**config.mk**
```make
export PLATFORM = sky130hd
export DESIGN_NAME = amba_master_cmd
export DESIGN_NICKNAME = d
export VERILOG_FILES = /design/src/rtl/amba_pkg.sv /design/src/rtl/amba_master_cmd.sv
export SDC_FILE = /design/constraint.sdc
export NUM_CORES = 1
export LEC_CHECK = 0
export BUFFER_PORTS_ARGS = -buffer_cell sky130_fd_sc_hd__buf_2
export CAP_MARGIN = 20
export CELL_PAD_IN_SITES_DETAIL_PLACEMENT = 1
export CELL_PAD_IN_SITES_GLOBAL_PLACEMENT = 2
export CORE_MARGIN = 2
export CORE_UTILIZATION = 32
export CTS_BUF_LIST = sky130_fd_sc_hd__clkbuf_8
export DETAILED_ROUTE_END_ITERATION = 6
export PLACE_DENSITY = 0.9
export SLEW_MARGIN = 20
export SYNTH_ARGS = -nofsm -noshare
export SYNTH_HDL_FRONTEND = slang
export SYNTH_SLANG_ARGS = --single-unit
export TNS_END_PERCENT = 1
```
**constraint.sdc**
```tcl
create_clock -name clk -period 1.77 [get_ports clk]
set_clock_uncertainty 0.2 [all_clocks]
set_input_delay 0.177 -clock clk [delete_from_list [all_inputs] [get_ports clk]]
set_output_delay 0.177 -clock clk [all_outputs]
set_load 0.03 [all_outputs]
```
**src/rtl/amba_pkg.sv**
```systemverilog
// Shared AMBA AHB-Lite definitions: bus widths, transfer encodings and the
// master command record.
package amba_pkg;

  localparam int AWIDTH = 32;
  localparam int DWIDTH = 32;

  typedef enum logic [1:0] {
    IDLE   = 2'b00,
    BUSY   = 2'b01,
    NONSEQ = 2'b10,
    SEQ    = 2'b11
  } htrans_t;

  localparam logic [2:0] SIZE_BYTE     = 3'd0;
  localparam logic [2:0] SIZE_HALF     = 3'd1;
  localparam logic [2:0] SIZE_WORD     = 3'd2;
  localparam logic [2:0] HBURST_SINGLE = 3'b000;

  typedef struct packed {
    logic              write;
    logic [AWIDTH-1:0] addr;
    logic [2:0]        size;
    logic [DWIDTH-1:0] wdata;
  } cmd_t;

  // Clamp oversize requests to a word and force natural alignment.
  function automatic cmd_t norm_cmd(cmd_t c);
    cmd_t n;
    n = c;
    if (c.size > SIZE_WORD) n.size = SIZE_WORD;
    if (n.size == SIZE_HALF)      n.addr[0]   = 1'b0;
    else if (n.size == SIZE_WORD) n.addr[1:0] = 2'b00;
    return n;
  endfunction

endpackage

```
**src/rtl/amba_master_cmd.sv**
```systemverilog
// AHB-Lite master bridge: valid/ready command stream in, pipelined SINGLE
// transfers out, one response beat per completed transfer.
module amba_master_cmd
  import amba_pkg::*;
(
  input  logic              clk,
  input  logic              rst_n,
  input  logic              cmd_valid,
  output logic              cmd_ready,
  input  logic              cmd_write,
  input  logic [AWIDTH-1:0] cmd_addr,
  input  logic [2:0]        cmd_size,
  input  logic [DWIDTH-1:0] cmd_wdata,
  output logic              rsp_valid,
  output logic [DWIDTH-1:0] rsp_rdata,
  output logic              rsp_err,
  output logic [AWIDTH-1:0] haddr,
  output logic [2:0]        hsize,
  output logic              hwrite,
  output logic [1:0]        htrans,
  output logic [2:0]        hburst,
  output logic [DWIDTH-1:0] hwdata,
  input  logic              hready,
  input  logic              hresp,
  input  logic [DWIDTH-1:0] hrdata,
  output logic              busy
);

  cmd_t              cmd_raw, cmd_in, ap_cmd;
  logic              ap_valid, dp_valid, dp_write;
  logic [DWIDTH-1:0] dp_wdata;
  logic              load;

  assign cmd_raw   = '{write: cmd_write, addr: cmd_addr, size: cmd_size, wdata: cmd_wdata};
  assign cmd_in    = norm_cmd(cmd_raw);
  assign cmd_ready = ~ap_valid | hready;
  assign load      = cmd_valid & cmd_ready;

  // Address stage: an occupied slot holds through wait states, an empty one
  // may fill at any time (IDLE -> NONSEQ during a wait is legal).
  always_ff @(posedge clk or negedge rst_n) begin
    if (!rst_n) begin
      ap_valid <= 1'b0;
      ap_cmd   <= '0;
    end else begin
      ap_valid <= load | (ap_valid & ~hready);
      if (load) ap_cmd <= cmd_in;
    end
  end

  // Data stage advances only when the current data phase completes.
  always_ff @(posedge clk or negedge rst_n) begin
    if (!rst_n) begin
      dp_valid <= 1'b0;
      dp_write <= 1'b0;
      dp_wdata <= '0;
    end else if (hready) begin
      dp_valid <= ap_valid;
      dp_write <= ap_cmd.write;
      dp_wdata <= ap_cmd.wdata;
    end
  end

  always_ff @(posedge clk or negedge rst_n) begin
    if (!rst_n) begin
      rsp_valid <= 1'b0;
      rsp_rdata <= '0;
      rsp_err   <= 1'b0;
    end else if (dp_valid && hready) begin
      rsp_valid <= 1'b1;
      rsp_err   <= hresp;
      rsp_rdata <= dp_write ? '0 : hrdata;
    end else begin
      rsp_valid <= 1'b0;
    end
  end

  assign htrans = ap_valid ? NONSEQ : IDLE;
  assign haddr  = ap_cmd.addr;
  assign hsize  = ap_cmd.size;
  assign hwrite = ap_cmd.write;
  assign hburst = HBURST_SINGLE;
  assign hwdata = dp_wdata;
  assign busy   = ap_valid | dp_valid;

endmodule

```
==> out/summary.md, run 1 <==
In this run the remaining antenna-violating nets after routing total 0. The worst path in the final design needs a cycle of 1750 ps, including I/O delays and setup. Once detailed placement completed, the half-perimeter wirelength came to 9.47 mm.

For this block, the routed nets add up to 15.6 mm of wire. At the worst endpoint, the required time is 1880 ps. The initial DRC count was 87. The first global-routing pass estimated 24.1 mm of wire.

Global routing consumed, over all layers together, 16.9% of the routing resources. Buffers placed on the I/O ports in this run total 209. The part of the cycle the worst path needs was 98.8%; the deepest clock path buffer count was 2. In the final timing run, aggregate negative setup slack is 0 ps. The initial antenna violation count came out at 0.

The netlist uses 21 different library cells. After global routing the overflow that remains totals 0. Counting flops and latches in the post-synthesis netlist gives 137. Setup violations remaining at the end of the flow were counted as 0. By area the synthesized netlist is led by sky130_fd_sc_hd__dfrtp_1, sky130_fd_sc_hd__mux2_2, sky130_fd_sc_hd__buf_4, sky130_fd_sc_hd__mux2_4, sky130_fd_sc_hd__nand2b_1. Compared with the post-synthesis result, the final layout area differs by 46.5%. Placer congestion estimate: 0.729. For the leakage component of the power, the log shows 3.95 nW. For the fill cell instance count of the final layout, the log shows 1832. The min-delay analysis places its worst path in the category input pin to flop. The routed layout has 4142 vias. Row generation in the floorplan step produced 48 rows.

The kind of critical path is flop to flop. The core region is 17200 µm². Setup repair after global routing could not meet its margin everywhere. In the routed layout, each cell is associated on average with a via count of 4.43.

The clock-pin slew of the registers on the worst-case setup and hold paths is 70 ps, and the final count of hold timing violations is 0. Count of maximum capacitance violations: 0. Gate count after technology mapping: 412. For this run, the detailed router's first-pass iteration total came to 4. After the flow finishes, the layout carries non-filler instances totaling 936. STA classifies the critical path startpoint as a flop.

Antenna diode count: 0. Across the VDD grid, the largest voltage drop is 489 µV. The power per cell area is 1110 nW/µm². The worst setup path is captured at a flop. The clock latency of the later-clocked register in the worst-skew pair is 420 ps, and the fraction of final layout cells with drive strength greater than 1 is 49.2%.

The run gives 797 as the total instance count after detailed placement. The cell type with the highest aggregate area in the netlist is sky130_fd_sc_hd__dfrtp_1. A synthesized cell averages 13.6 µm². Of the synthesized area, sequential elements account for 61.1%.

The run gives 137 as the sink count of the clock tree. The number of H-tree levels was 4. The peak fanout along the critical path was 27. The library cells used most frequently in the layout, excluding fill and tap cells, are sky130_fd_sc_hd__buf_2, sky130_fd_sc_hd__dfrtp_1, sky130_fd_sc_hd__dlygate4sd3_1. Leading cell type in the layout, fill and taps excluded: sky130_fd_sc_hd__buf_2. For this configuration, the core starts out at a cell density of 32.6%. In this run the count of I/O pins placed on the die edge is 214. After detailed routing, the number of remaining DRC violations is 0. Yosys printed 0 warnings. The run gives 4604 as the number of global-route vias before repair. The die covers 18600 µm². The area share of the leading cell type in the synthesized netlist came out at 61.1%. The tree is rooted in a sky130_fd_sc_hd__clkbuf_8.

The die width was 136 µm; the final-stage net count was 805. The wire length per cell is 16.7 µm. The number of buffers created by CTS was 17.

TritonCTS built the clock tree. Based on the critical path, the design can be clocked at up to 0.572 GHz. The run finished with clean final reports. The tools report the data arrival time of the critical path as 1860 ps. The run gives 47.7% as the final design utilization. The vertical die dimension works out to 136 µm.

Summing every instance area after synthesis gives 5610 µm². The final count of pins violating max slew is 0, and the maximum number of pins on one net before global-route repair is 52.
==> synth_stat cells <==
library cell	number
sky130_fd_sc_hd__buf_4	40
sky130_fd_sc_hd__nand2b_4	1
sky130_fd_sc_hd__or2_2	1
sky130_fd_sc_hd__nor2b_1	1
sky130_fd_sc_hd__dfrtp_1	137
sky130_fd_sc_hd__clkbuf_1	12
sky130_fd_sc_hd__conb_1	1
sky130_fd_sc_hd__buf_1	1
sky130_fd_sc_hd__inv_1	3
sky130_fd_sc_hd__and2_4	1
sky130_fd_sc_hd__nor2_1	1
sky130_fd_sc_hd__nor4b_1	1
sky130_fd_sc_hd__mux2_4	16
sky130_fd_sc_hd__nand4_1	2
sky130_fd_sc_hd__a21oi_1	2
sky130_fd_sc_hd__o21ai_0	34
sky130_fd_sc_hd__buf_6	5
sky130_fd_sc_hd__nand2_1	33
sky130_fd_sc_hd__nand2b_1	33
sky130_fd_sc_hd__buf_2	4
sky130_fd_sc_hd__mux2_2	83
==> final timing paths <==
kind / startpoint / to / slack [ps] / cells past startpoint
worst min register to register: rsp_rdata[5] / rsp_rdata[5] / 280 / 2
worst max-delay path: ap_valid / haddr[4] / 20 / 5
min in group asynchronous: rst_n / haddr[17] / 550 / 3
max in group asynchronous: rst_n / dp_write / 230 / 4
worst max register to register: ap_valid / haddr[4] / 20 / 5
worst min-delay path: hready / hsize[1] / 40 / 4
==> per-stage QoR <==
step	power (mW)	hold slack, ps	setup WS, ps	cell area (µm²)
6_report	9.13	40.7	21.5	8220
5_1_grt	9.62	33.9	-48.8	8220
4_1_cts	9.22	0.131	5.30	8170
3_5_place_dp	6.28	-115	116	6670
3_3_place_gp	6.18	-122	169	6670
2_1_floorplan	5.60	-319	56.4	5630
==> report_power, final <==
part	switching, mW	total [mW]	internal, mW
registers	0.312	3.96	3.64
clock network	1.15	2.69	1.53
logic	1.47	2.49	1.02
==> critical path: stages (launching register included) <==
cell	delay (ps)
sky130_fd_sc_hd__dfrtp_1	400
sky130_fd_sc_hd__buf_6	130
sky130_fd_sc_hd__nand2b_4	80
sky130_fd_sc_hd__and2_4	220
sky130_fd_sc_hd__buf_12	220
sky130_fd_sc_hd__mux2_2	360
==> sequential cells by signal, summed over array words and instances, names as in the netlist <==
register	cells
hwdata	32
rsp_valid	1
hwrite	1
ap_valid	1
rsp_err	1
haddr	32
dp_write	1
dp_valid	1
ap_cmd	32
hsize	3
rsp_rdata	32
==> kinds of logic after synthesis <==
| kind of cell | synth area share [%] |
|---|---|
| buf+inv | 7.78 |
| other cells | 0.0668 |
| compound gates | 3.21 |
| simple gates | 6.95 |
| mux | 20.9 |
| flops | 61.1 |
==> layer usage <==
metal | up-vias | global-route usage [%] | wire length (µm)
met4 | 0 | 5.79 | 276
met2 | 138 | 31.6 | 8450
li1 | 1905 | - | -
met5 | - | 0 | 0
met3 | 20 | 5.03 | 922
met1 | 2079 | 18.1 | 5980
==> repair_timing <==
item / in CTS / in global routing
cloned: 0 / 1
hold buffers: 107 / 0
resized for setup: 4 / 7
endpoints found under the hold margin: 238 / 0
buffers inserted: 1 / 0
setup endpoints to repair: 1 / 45
pin swaps: 0 / 1
==> area by class of cell <==
class | count | area (µm²) | share of cell area, %
tap | 225 | 282 | 3.42
inverter | 3 | 11.3 | 0.137
timing repair buffer | 328 | 2310 | 28.1
clock inverter | 12 | 161 | 1.96
sequential | 137 | 3430 | 41.7
multi-input combinational | 213 | 1780 | 21.6
clock buffer | 18 | 248 | 3.01
(Power assumes the default switching activity.)
==> inputs of run 2 (changes only) <==
--- a/config.mk
+++ b/config.mk
@@ -5,15 +5,17 @@
 export SDC_FILE = /design/constraint.sdc
 export NUM_CORES = 1
 export LEC_CHECK = 0
+export ABC_AREA = 1
 export BUFFER_PORTS_ARGS = -buffer_cell sky130_fd_sc_hd__buf_2
 export CAP_MARGIN = 20
 export CELL_PAD_IN_SITES_DETAIL_PLACEMENT = 1
 export CELL_PAD_IN_SITES_GLOBAL_PLACEMENT = 2
 export CORE_MARGIN = 2
-export CORE_UTILIZATION = 32
+export CORE_UTILIZATION = 25
 export CTS_BUF_LIST = sky130_fd_sc_hd__clkbuf_8
 export DETAILED_ROUTE_END_ITERATION = 6
-export PLACE_DENSITY = 0.9
+export PLACE_DENSITY = 0.82
+export SETUP_SLACK_MARGIN = 0.15
 export SLEW_MARGIN = 20
 export SYNTH_ARGS = -nofsm -noshare
 export SYNTH_HDL_FRONTEND = slang
==> run 2 against run 1 <==
Against the previous run: combinational power fell by 12%; hold slack improved by 23 ps; synthesized cell count rose by 53%; fmax rose by 8.2%; die area rose by 26%; synthesized area fell by 1.3%; clock power fell by 7%; critical endpoint is now busy; core utilization fell by 10 points.
==> out/summary.md, run 2 <==
The wire length per cell came out at 14.4 µm. For this run, the slowest stage of the critical path takes 420 ps. The tools report the clock root buffer as sky130_fd_sc_hd__clkbuf_8.

The number of warning messages in the yosys log came out at 0. The least setup slack across all paths after layout was 155 ps. After detailed routing, the number of vias per cell comes to 4.16. For the unique cell type count in the Yosys netlist, the log shows 15.

The number of H-tree levels is 4, and the number of vias after detailed routing is 5030. CTS saw 137 sinks. The type of element capturing the critical path is an output port. The number of enable-type register cells in the synthesized netlist was 0.

The run gives 15.4% as the total track usage. The peak fanout along the critical path works out to 2. The number of buffers added on ports is 209, and the die width is 153 µm.

For this design the ratio of total power to cell area is 1040 nW/µm². The number of buffers created by CTS was 17. The time the final worst path needs with I/O delays and setup was 1620 ps; the worst hold slack was 63.7 ps. Averaged over all synthesized cells, the footprint is 8.78 µm². The tools report the maximum number of pins on one net before global-route repair as 69. The path type of the worst min-delay path was input pin to flop.

The die is 153 µm tall. Slowest cell on the critical path: sky130_fd_sc_hd__dfrtp_2. The count of pins on the block boundary was 214.

The worst slack at placement is 316 ps. The logs give 0 for the final count of pins violating max slew and 21800 µm² for the total core area. The critical path runs through a total of 2 cells. The count of nets left with antenna violations once routing finished came out at 0. Setup repair after global routing could not meet its margin everywhere.

The detailed-placement wirelength estimate was 11.1 mm. For the final-stage net count, the log shows 1020. The worst setup path is launched from a flop. The run finished with clean final reports. After clock tree synthesis, the clock-pin slew on the worst setup and hold paths is 90 ps. Setup total negative slack on the finished layout was measured at 0 ps.

The initial DRC count is 163, and the remaining global-route overflow is 0. Wires add up to 17.4 mm. The post-synthesis register bit count was 137. The overall die area is 23400 µm², and the number of iterations in the first detailed-routing pass is 4. Once placement finished, the instance area stood at 6660 µm². Placer congestion estimate: 0.694. The worst register-to-register path begins at ap_valid. Data arrives at the worst endpoint at 1240 ps.

The cell type with the highest aggregate area in the netlist was sky130_fd_sc_hd__dfrtp_1. The capture point of the worst path was busy. Of the post-synthesis cell area, the dominant cell type holds 61.9%. The first global-routing pass estimated 28.6 mm of wire. In the finished design, the share of the clock period the worst path needs comes to 91.3%.

Timing would allow up to 0.619 GHz. In this run the register-to-register setup slack is 210 ps. The worst register-to-register path ends at ap_valid.

Of the cells placed in the final design, the portion with a size suffix greater than 1 is 28.3%. Synthesis handed over a netlist of 631 instances. For the count of maximum capacitance violations, the log shows 0. The critical path is of the flop to output port type. The synthesis-to-layout area growth came out at 47.4%. The start point of the critical path was ap_valid. Across the VDD grid, the largest voltage drop is 346 µV.

Number of global-route vias before repair: 5448. Leaving out fill and tap cells, the most frequent cells in the layout are sky130_fd_sc_hd__nand2_1, sky130_fd_sc_hd__buf_2, sky130_fd_sc_hd__dfrtp_1. The kind of cell with the highest combined delay along the critical path is flip-flops. For the final design utilization, the log shows 37.4%. The initial antenna violation count was 0; the clock latency of the later-clocked register in the worst-skew pair was 450 ps. The number of buffer and inverter instances along the worst setup path is 1. Ranked by instance count, the synthesized netlist is headed by sky130_fd_sc_hd__nand2_1, sky130_fd_sc_hd__dfrtp_1, sky130_fd_sc_hd__buf_4. The share of synthesized area occupied by flip-flops and latches came out at 61.9%.

The library cell used most frequently in the layout, excluding fill and tap cells, is sky130_fd_sc_hd__nand2_1. The initial utilization of the core area, before any placement, comes to 25.4%. In this run the core area contains 54 standard-cell rows.

In the post-synthesis netlist, the cell with the most instances is sky130_fd_sc_hd__nand2_1. The final routed DRC violation total is 0. Hold path startpoint: hready. The final count of hold timing violations was 0. At the worst endpoint, the required time is 1390 ps.

Counting flops with an async set or reset pin after synthesis yields a share of 100%. Setup violations remaining at the end of the flow were counted as 0. Sorting the synthesized cells by area gives the leading types as sky130_fd_sc_hd__dfrtp_1, sky130_fd_sc_hd__nand2_1, sky130_fd_sc_hd__buf_4, sky130_fd_sc_hd__o21ai_0, sky130_fd_sc_hd__buf_2. The cell area after layout was 8170 µm².

TritonCTS built the clock tree. In the synthesized netlist the dominant register cell turns out to be sky130_fd_sc_hd__dfrtp_1. The cell area that synthesis handed to floorplanning was 5540 µm². The tools report the leakage component of the power as 4.49 nW. No sink is reached through more buffers than the 2 on the longest clock path. The number of cells on the worst reg-to-reg path is 4.

Walking the worst path, the cells encountered are or2_4 -> buf_6.
## run 2: what timing repair did
| item | in CTS | in global routing |
|---|---|---|
| pin swaps | 1 | 0 |
| hold buffers | 109 | 0 |
| buffers inserted | 2 | 0 |
| setup endpoints to repair | 2 | 9 |
| endpoints found under the hold margin | 249 | 0 |
| resized for setup | 8 | 1 |
## run 2: final cells by class
class,instances,area [µm²]
Sequential cell,137,3430
Fill cell,2591,13700
Clock buffer,17,234
Timing Repair Buffer,333,2340
Tap cell,280,350
Antenna cell,1,2.50
Inverter,9,36.3
Clock inverter,15,141
Multi-Input combinational cell,417,1640
## run 2: worst reg2reg max path: stages, from the launching register on
cell                            delay (ps)
sky130_fd_sc_hd__dfrtp_2               420
sky130_fd_sc_hd__buf_6                 140
sky130_fd_sc_hd__nand2_4                80
sky130_fd_sc_hd__nand2_1                60
sky130_fd_sc_hd__dlygate4sd3_1         550
## run 2: kinds of logic (layout without fill, tap and decap cells)
kind of cell / Yosys count / in the layout / share of synthesized area, %
buffers and inverters: 80 / 374 / 8.96
DFF: 137 / 137 / 61.9
and+or+nand+nor: 379 / 379 / 25.8
AOI/OAI and AO/OA: 34 / 34 / 3.27
other: 1 / 5 / 0.0677
## run 2: per-stage QoR
stage               cells  power [mW]
floorplan             634        5.25
global placement     1065        5.86
detailed placement   1065        5.90
CTS                  1208        8.68
global route         1208        9.05
finish               1209        8.52
## run 2: worst min-delay path by stage
stage / to / slack [ps] / cells after the start
after floorplan: ap_cmd[0] / -320 / 0
after global placement: rsp_rdata[28] / -200 / 1
after detailed placement: rsp_rdata[28] / -200 / 1
after CTS: hwdata[30] / 20 / 4
after global routing: hwdata[15] / 50 / 3
final: hwdata[30] / 60 / 4
## run 2: metal layers
| metal | up-vias | GRT usage [%] | part of all wire, % |
|---|---|---|---|
| met4 | 0 | 4.89 | 1.6 |
| li1 | 2442 | - | - |
| met3 | 22 | 5.05 | 6.9 |
| met2 | 182 | 25.7 | 48 |
| met5 | - | 0 | 0 |
| met1 | 2384 | 18.9 | 44 |
## run 2: power breakdown
| group | internal (mW) | switching [mW] |
|---|---|---|
| sequential | 3.57 | 0.251 |
| clock | 1.13 | 1.36 |
| combinational | 0.743 | 1.46 |
==> inputs of run 3 (changes only) <==
==> constraint.sdc (replaced) <==
create_clock -name clk -period 1.6 [get_ports clk]
set_clock_uncertainty 0.2 [all_clocks]
set_input_delay 0.16 -clock clk [delete_from_list [all_inputs] [get_ports clk]]
set_output_delay 0.16 -clock clk [all_outputs]
set_load 0.03 [all_outputs]
==> run 3 against run 2 <==
Against the previous run: combinational power up 16%; setup slack got worse by 190 ps; largest power group unchanged; clock power up 32%; die area is the same; highest routed layer unchanged; final cell count is essentially flat; non-clock buffer count unchanged; first-iteration DRC count grew 27%; register-to-register slack worse by 230 ps; sequential power rose by 10%; count of clock-buffer cells in the layout up 2; the run now ends with hold timing, setup timing left.
==> out/summary.md, run 3 (synthesis results as in run 2) <==
Count of maximum capacitance violations: 0. Entering global routing, the biggest net connects 69 pins. The total track usage is 15.8%, and the effective utilization at floorplan is 25.4%.

At the placement stage, the worst setup path has a slack of 177 ps. The tools report the total power consumption of the routed design as 10.1 mW. The final standard cell count with taps included and fillers excluded came out at 1208. Clock latency on the worst-skew pair, taken at its later pin, is 440 ps. The final count of hold timing violations was 3. The tools report the total instance count after detailed placement as 1067. Fill cells in the final layout number 2564.

In this design, the largest share of critical-path delay is due to buffers and inverters. On the worst path, the slowest cell contributes a delay of 650 ps. The congestion estimate from routability-driven global placement came to 0.694. Via density per instance: 4.15. For the maximum clock frequency, the log shows 0.612 GHz. The final reports fail on hold timing, setup timing. For the count of pins on the block boundary, the log shows 214.

STA puts the critical path data arrival time at 1810 ps. Once layout is complete, the utilization of the core stands at 39.1%. The first TritonRoute pass finished after 4 iterations. In this run the clock root is driven by a sky130_fd_sc_hd__clkbuf_8.

The time the final worst path needs with I/O delays and setup is 1630 ps, and the number of global-route vias before repair is 5556. In this run the worst path has a maximum fanout of 68. The data required time of the critical path is 1780 ps, and the number of buffer and inverter instances along the worst setup path is 4. The part of the cycle the worst path needs was 102%; the total core area was 21800 µm². Clock-pin slew was measured on the worst setup and hold paths at 80 ps. For this run, the post-layout net count is 1020. The run finished, with violations left.

The wire length per cell is 14.8 µm, and the number of buffers added on ports is 209. Global routing finished with a remaining overflow of 0. In this run the remaining antenna-violating nets after routing total 0. The die width was 153 µm. In this run the worst hold path is classified as input pin to asynchronous set/reset pin. For this design the static power due to leakage is 4.61 nW. The library cell used most frequently in the layout, excluding fill and tap cells, is sky130_fd_sc_hd__nand2_1.

Setup violations remaining at the end of the flow were counted as 9. Detailed placement finished with a half-perimeter wire length of 11.2 mm. The final count of pins violating max slew came out at 0. The worst hold slack was -3.31 ps. The tools report the type of element launching the critical path as an input pin. Setup repair after global routing could not meet its margin everywhere. For this design the ratio of total power to cell area is 1180 nW/µm². From bottom edge to top edge, the die measures 153 µm.

No sink is reached through more buffers than the 2 on the longest clock path. The number of vias after detailed routing was 5009; the sink count of the clock tree was 137. The worst-case IR drop observed on VDD is 412 µV. The initial antenna violation count came out at 0. Walking the worst path, the cells encountered are buf_2 -> dlygate4sd3_1 -> inv_4 -> a21oi_4 -> clkbuf_16 -> nand2_2 -> nand2_1.

The type of element capturing the critical path is a flop. The slowest cell on the critical path is sky130_fd_sc_hd__dlygate4sd3_1. The synthesis-to-layout area growth came out at 53.8%. The run gives 4 as the number of H-tree levels.

TritonCTS built the clock tree. For this block, the routed nets add up to 17.8 mm of wire. The kind of critical path is input pin to flop. Buffers inserted during clock tree synthesis total 17. The fraction of final layout cells with drive strength greater than 1 is 35.8%. For the least setup slack across all paths after layout, the log shows -32.7 ps. The tools report the first-pass GRT wire length as 29.4 mm. In the layout the commonest cells are sky130_fd_sc_hd__nand2_1, sky130_fd_sc_hd__buf_2, sky130_fd_sc_hd__dfrtp_1. The die covers 23400 µm². The tools report the initial DRC count as 207. The logs give 0 for the final routed DRC violation total and 54 for the number of placement rows.
## run 3: layout make-up
type                            count  area (µm²)  area share (%)
Antenna cell                        1        2.50          0.0294
Sequential cell                   137        3430            40.2
Clock inverter                     12         198            2.32
Inverter                            9        36.3           0.426
Timing Repair Buffer              333        2420            28.4
Clock buffer                       19         262            3.07
Tap cell                          280         350            4.11
Multi-Input combinational cell    417        1830            21.4
## run 3: where the power goes
part	internal, mW	leakage (nW)	switching, mW
registers	3.96	1.71	0.275
logic	0.885	2.67	1.67
clock network	1.93	0.233	1.37
total	6.77	4.61	3.32
## run 3: timing repair
item,in CTS,in global routing
endpoints found under the setup margin,4,86
endpoints found under the hold margin,250,4
buffers inserted,1,1
gates resized for setup,82,18
pin swaps,130,44
hold buffers,106,1
## run 3: worst reg2reg max path, cell delays in order (launching register included)
cell	delay, ps
sky130_fd_sc_hd__dfrtp_2	430
sky130_fd_sc_hd__buf_12	140
sky130_fd_sc_hd__a21oi_4	120
sky130_fd_sc_hd__clkbuf_16	400
sky130_fd_sc_hd__nand2_2	180
sky130_fd_sc_hd__nand2_1	100
## run 3: stage by stage
| step | instance area, µm² | setup TNS, ps |
|---|---|---|
| CTS | 8480 | -55.2 |
| global route | 8520 | -1620 |
| floorplan | 5550 | 0 |
| global placement | 6710 | 0 |
| finish | 8520 | -125 |
| detailed placement | 6710 | 0 |
## run 3: worst paths after layout
path / start / slack [ps] / depth (start not counted) / endpoint
worst max-delay path: hready / -30 / 7 / haddr[10]
worst min-delay path: rst_n / -3 / 2 / rsp_rdata[27]
worst max register to register: ap_valid / -20 / 5 / haddr[10]
worst min register to register: hwdata[6] / 270 / 2 / hwdata[6]
max in group asynchronous: rst_n / 260 / 3 / ap_cmd[14]
min in group clk: cmd_addr[5] / 250 / 4 / haddr[5]
## run 3: routing by layer
metal	up-vias	GRT usage, %	part of all wire [%]
li1	2438	-	-
met5	-	0	0
met2	159	27.3	50
met3	6	4.82	5.9
met4	0	4.01	0.57
met1	2406	19.4	44
